## src/rtl/lcd_host_feeder.sv

```systemverilog
// lcd_host_feeder: buffers host commands and image bytes, then feeds the LCD controller under its busy handshake
module lcd_host_feeder #(
  parameter int IMG_PIX   = 36,
  parameter int CMD_DEPTH = 4
) (
  input  logic       clk,
  input  logic       reset,
  input  logic [2:0] h_cmd,
  input  logic       h_cmd_valid,
  output logic       h_cmd_ready,
  input  logic [7:0] h_pix,
  input  logic       h_pix_valid,
  output logic       h_pix_ready,
  input  logic       lcd_busy,
  output logic [2:0] lcd_cmd,
  output logic       lcd_cmd_valid,
  output logic [7:0] lcd_datain,
  output logic       cmd_err
);
  localparam int PW = $clog2(IMG_PIX + 1);
  localparam int AW = $clog2(CMD_DEPTH);
  typedef enum logic [2:0] {IDLE, ISSUE, STREAM, GUARD, WAIT_LO} state_t;
  state_t state, state_n;
  logic [2:0] fifo [CMD_DEPTH];
  logic [7:0] pbuf [IMG_PIX];
  logic [AW-1:0] wr_ptr, rd_ptr;
  logic [AW:0] cnt;
  logic [PW-1:0] pix_cnt, k, k_n;
  logic [2:0] head, cmd_n;
  logic [7:0] data_n;
  logic push, pop, pix_we, pix_clr, pix_full, valid_n, err_n;
  assign head        = fifo[rd_ptr];
  assign pix_full    = pix_cnt == PW'(IMG_PIX);
  assign h_cmd_ready = cnt != (AW+1)'(CMD_DEPTH);
  assign h_pix_ready = !pix_full && state != STREAM;
  assign push        = h_cmd_valid && h_cmd_ready;
  assign pix_we      = h_pix_valid && h_pix_ready;
  always_comb begin
    state_n = state;
    pop     = 1'b0;
    valid_n = 1'b0;
    err_n   = 1'b0;
    cmd_n   = lcd_cmd;
    data_n  = lcd_datain;
    k_n     = k;
    pix_clr = 1'b0;
    case (state)
      IDLE:
        if (cnt != '0 && !lcd_busy) begin
          if (head[2:1] == 2'b11) begin
            pop   = 1'b1;
            err_n = 1'b1;
          end else if (!(head == 3'd1 && !pix_full)) begin
            pop     = 1'b1;
            cmd_n   = head;
            valid_n = 1'b1;
            state_n = ISSUE;
          end
        end
      ISSUE: begin
        state_n = lcd_cmd == 3'd1 ? STREAM : GUARD;
        data_n  = lcd_cmd == 3'd1 ? pbuf[0] : lcd_datain;
        k_n     = '0;
      end
      STREAM:
        if (k == PW'(IMG_PIX - 1)) begin
          pix_clr = 1'b1;
          state_n = GUARD;
        end else begin
          data_n = pbuf[k + 1'b1];
          k_n    = k + 1'b1;
        end
      GUARD:   state_n = WAIT_LO;
      WAIT_LO: state_n = lcd_busy ? WAIT_LO : IDLE;
      default: state_n = IDLE;
    endcase
  end
  always_ff @(posedge clk or posedge reset) begin
    if (reset) begin
      state         <= IDLE;
      wr_ptr        <= '0;
      rd_ptr        <= '0;
      cnt           <= '0;
      pix_cnt       <= '0;
      k             <= '0;
      lcd_cmd       <= '0;
      lcd_cmd_valid <= 1'b0;
      lcd_datain    <= '0;
      cmd_err       <= 1'b0;
    end else begin
      state         <= state_n;
      wr_ptr        <= push ? wr_ptr + 1'b1 : wr_ptr;
      rd_ptr        <= pop ? rd_ptr + 1'b1 : rd_ptr;
      cnt           <= cnt + (AW+1)'(push) - (AW+1)'(pop);
      pix_cnt       <= pix_clr ? '0 : pix_cnt + PW'(pix_we);
      k             <= k_n;
      lcd_cmd       <= cmd_n;
      lcd_cmd_valid <= valid_n;
      lcd_datain    <= data_n;
      cmd_err       <= err_n;
    end
  end
  // Storage arrays carry no reset; occupancy is tracked by cnt and pix_cnt.
  always_ff @(posedge clk) begin
    if (push) fifo[wr_ptr] <= h_cmd;
    if (pix_we) pbuf[pix_cnt] <= h_pix;
  end
endmodule

```

## config.mk

```make
export PLATFORM = sky130hd
export DESIGN_NAME = lcd_host_feeder
export DESIGN_NICKNAME = d
export VERILOG_FILES = /design/src/rtl/lcd_host_feeder.sv
export SDC_FILE = /design/constraint.sdc
export NUM_CORES = 1
export LEC_CHECK = 0
export CAP_MARGIN = 0
export CORE_ASPECT_RATIO = 1.4
export CORE_UTILIZATION = 56
export DETAILED_ROUTE_END_ITERATION = 10
export PLACE_DENSITY = 0.88
export SLEW_MARGIN = 20
export SYNTH_ARGS = -nofsm -noshare
export SYNTH_HDL_FRONTEND = slang
export SYNTH_SLANG_ARGS = --single-unit
```

## constraint.sdc

```tcl
create_clock -name clk -period 2.6 [get_ports clk]
set_input_delay 0.78 -clock clk [delete_from_list [all_inputs] [get_ports clk]]
set_output_delay 0.78 -clock clk [all_outputs]
set_load 0.01 [all_outputs]
```

==> out/metrics.cfg <==
[pwr]
peakVddDrop_uv = 659
p_sw_share_pct = 34.5
power.internal_mw = 12.4
pwr-share-comb_pct = 41.2
p_switching_mw = 6.55
clkPwrFrac_pct = 23.3
power_density_nw_per_um2 = 1130
p_leak_nw = 5.84
seq_power_share_pct = 35.5

[global_routing]
antenna_found_initial = 0
grt_pass1_vias = 8785
globalRoute.totalOverflow = 0
grt_max_degree = 116
grt_use_total_pct = 25.4
grt_pass1_wl_mm = 50.4

[logic_synthesis]
synth_warnings = 0
synthFlopType = edfxtp_1
yosysTopAreaCell = edfxtp_1
synth_area_leaders = edfxtp_1 (62%), mux4_2 (6.6%), dfrtp_1 (6.0%), mux2i_1 (3.8%), nor3b_1 (3.4%)
yosys.cell_types.count = 60
synth_area_per_cell_um2 = 15.7
syn_area_um2 = 14600
synth_top_area_share_pct = 61.8
synthCells = 929
synth_edf_count = 300
syn-num-nets = 955
ys_seq_elements = 335
yosysSeqAreaShare_pct = 67.8
synth-async-reset-ratio_pct = 10.4

[critical_path]
r2r_end = cnt[1]
path_cells = or3b_1, or3b_4, and2_4, buf_6
cp_max_fo = 2
crit_slowest_cell = or3b_1
critPathCaptureType = output pin
cpPeakStageDelay_ns = 0.39
cp-start-kind = flop
r2r_cells = 10
worstPathRequired_ns = 1.82
worst-r2r-setup-slack_ns = -0.09
critical_path_class = flop to output pin
cp.arrival_ns = 2.00
regToRegStartpoint = pix_cnt[4]

[timing]
maxSlewHeadroom_pct = 42.0
holdWs_ns = 0.549
final-setup-viol-count = 2
fin_skew_ns = 0.0143
timing.fmax_mhz = 360
maxSlewViolCount = 0
fin_crit_ns = 2.78
setup_ws_ns = -0.180
final_hold_viol_count = 0
tightest_slew_ns = 0.866
rsz0062_at_grt = yes
fin_crit_sh_pct = 107

[floorplanning]
die_height_um = 193
core_area_um2 = 25500
die-area_um2 = 26700
ioPinCount = 31
start_util_pct = 57.2
die_w_um = 138
num_rows = 69

[routing]
firstDrtPassIters = 5
drt_iter0_markers = 1048
via_per_inst = 6.51
wl_per_cell_um = 24.7
wl_mm = 33.7
vias = 8884
final_antenna_net_count = 0
drc_errors = 0

[hold_path]
min-delay-start = rd_ptr[1]
hold_path_depth = 1
hold_path.class = flop to flop
hold_end = rd_ptr[1]

[layout]
diodes = 0
mostFrequentLayoutCells = edfxtp_1 (300), buf_4 (89), nor3b_1 (66)
fin_nets = 1050
mostFrequentLayoutCell = edfxtp_1
post-route-cell-area_um2 = 16800
drive_gt1_share_pct = 22.1
area_growth_pct = 15.5

[placed_design]
dp.final_hpwl_mm = 20.8
placedInstanceArea_um2 = 15700
place.gp.congestion = 0.933
port_buffers = 30

[status]
status = complete, but fails checks
violations = negative setup slack

[cts]
h-tree-depth = 1
cts_tree = built
cts.sinks = 335
cts-root-buf = clkbuf_16
cts_made_buffers = 29
postCtsHoldBufs = 0
cts.clk_slew.worst_paths_ns = 0.07
cts.path.max_buffers = 3
clk_latency_ns = 0.55

[run]
drv_cap = 0

==> critical path: cells and delay by family (launching register included) <==
family | cells | cell delay [ns]
simple gates | 3 | 0.95
flops | 1 | 0.38
buf+inv | 1 | 0.12
==> synthesized netlist by cell type (3+ instances only) <==
cell	count
nand2_1	25
o21ai_0	20
nor2b_1	15
a31o_1	4
dfrtp_1	35
xor2_1	5
edfxtp_1	300
buf_1	8
mux4_2	43
buf_2	28
clkbuf_1	24
mux2i_1	56
nand3b_1	35
nand4_1	10
a21oi_1	9
a211o_1	8
nand3_1	12
mux2_2	16
inv_1	10
and2_1	11
a41oi_1	8
ha_1	9
or2_2	3
and3_1	7
xnor2_1	7
a31oi_1	10
nor3b_1	66
a221oi_1	8
nor2_1	54
nor3_1	43
a31o_2	5
==> flip-flops by register name (all words and copies together), names as in the netlist <==
signal         cells
pbuf             288
state              3
k                  6
fifo              12
lcd_cmd            3
cnt                3
rd_ptr             2
lcd_cmd_valid      1
lcd_datain         8
pix_cnt            6
cmd_err            1
wr_ptr             2
==> through the flow <==
| step | setup TNS (ns) | instances | setup slack, ns | util [%] | power, mW |
|---|---|---|---|---|---|
| 5_1_grt | -0.381 | 1365 | -0.206 | 66.1 | 19.7 |
| 3_3_place_gp | -0.986 | 1302 | -0.409 | 61.8 | 13.9 |
| 2_1_floorplan | -0.00644 | 929 | -0.00419 | - | 11.8 |
| 4_1_cts | -0.171 | 1357 | -0.171 | 65.7 | 18.6 |
| 3_5_place_dp | -1.31 | 1302 | -0.459 | 61.8 | 14.2 |
| 6_report | -0.266 | 1365 | -0.180 | 66.1 | 19.0 |
==> power groups by stage <==
stage	logic (mW)	clock network, mW	registers, mW
6_report	7.82	4.43	6.73
5_1_grt	8.28	4.62	6.77
2_1_floorplan	5.09	0	6.73
3_5_place_dp	7.36	0	6.82
3_3_place_gp	7.09	0	6.78
4_1_cts	7.50	4.44	6.71
==> worst max path at each step <==
stage,from,endpoint,slack (ns),cells after the start
floorplan,pix_cnt[3],cnt[2],-0.004,11
global placement,lcd_busy,cnt[2],-0.41,9
detailed placement,lcd_busy,cnt[1],-0.46,8
CTS,pix_cnt[4],h_pix_ready,-0.17,4
global route,pix_cnt[4],h_pix_ready,-0.21,4
finish,pix_cnt[4],h_pix_ready,-0.18,4
==> timing repair <==
action,CTS,global route
resized for setup,6,7
setup endpoints to repair,1,10
cloned,0,0
setup buffers,2,8
pin swaps,1,1
==> layout make-up <==
class                   instances  area (um^2)
inverters                      10         37.5
clock buffers                  38          790
repair buffers                128         1130
clock inverters                15          196
well taps                     319          399
flip-flops and latches        335         9890
fillers                      1531         8630
multi-input cells             520         4390
==> kinds of logic after synthesis <==
family	share of synthesized area, %
DFF	67.8
buffers and inverters	2.30
adders and majority gates	0.910
AOI/OAI and AO/OA	4.41
and+or+nand+nor	11.9
xor gates and xnor gates	0.833
muxes	11.8
==> metal layers <==
metal | up-vias | part of all wire [%] | track usage (%)
met5 | - | 0 | 0
met3 | 122 | 7.5 | 3.85
met2 | 489 | 53 | 47.4
met4 | 0 | 5.1 | 12.2
met1 | 4461 | 34 | 28.4
li1 | 3812 | - | -
(Power assumes the default switching activity.)
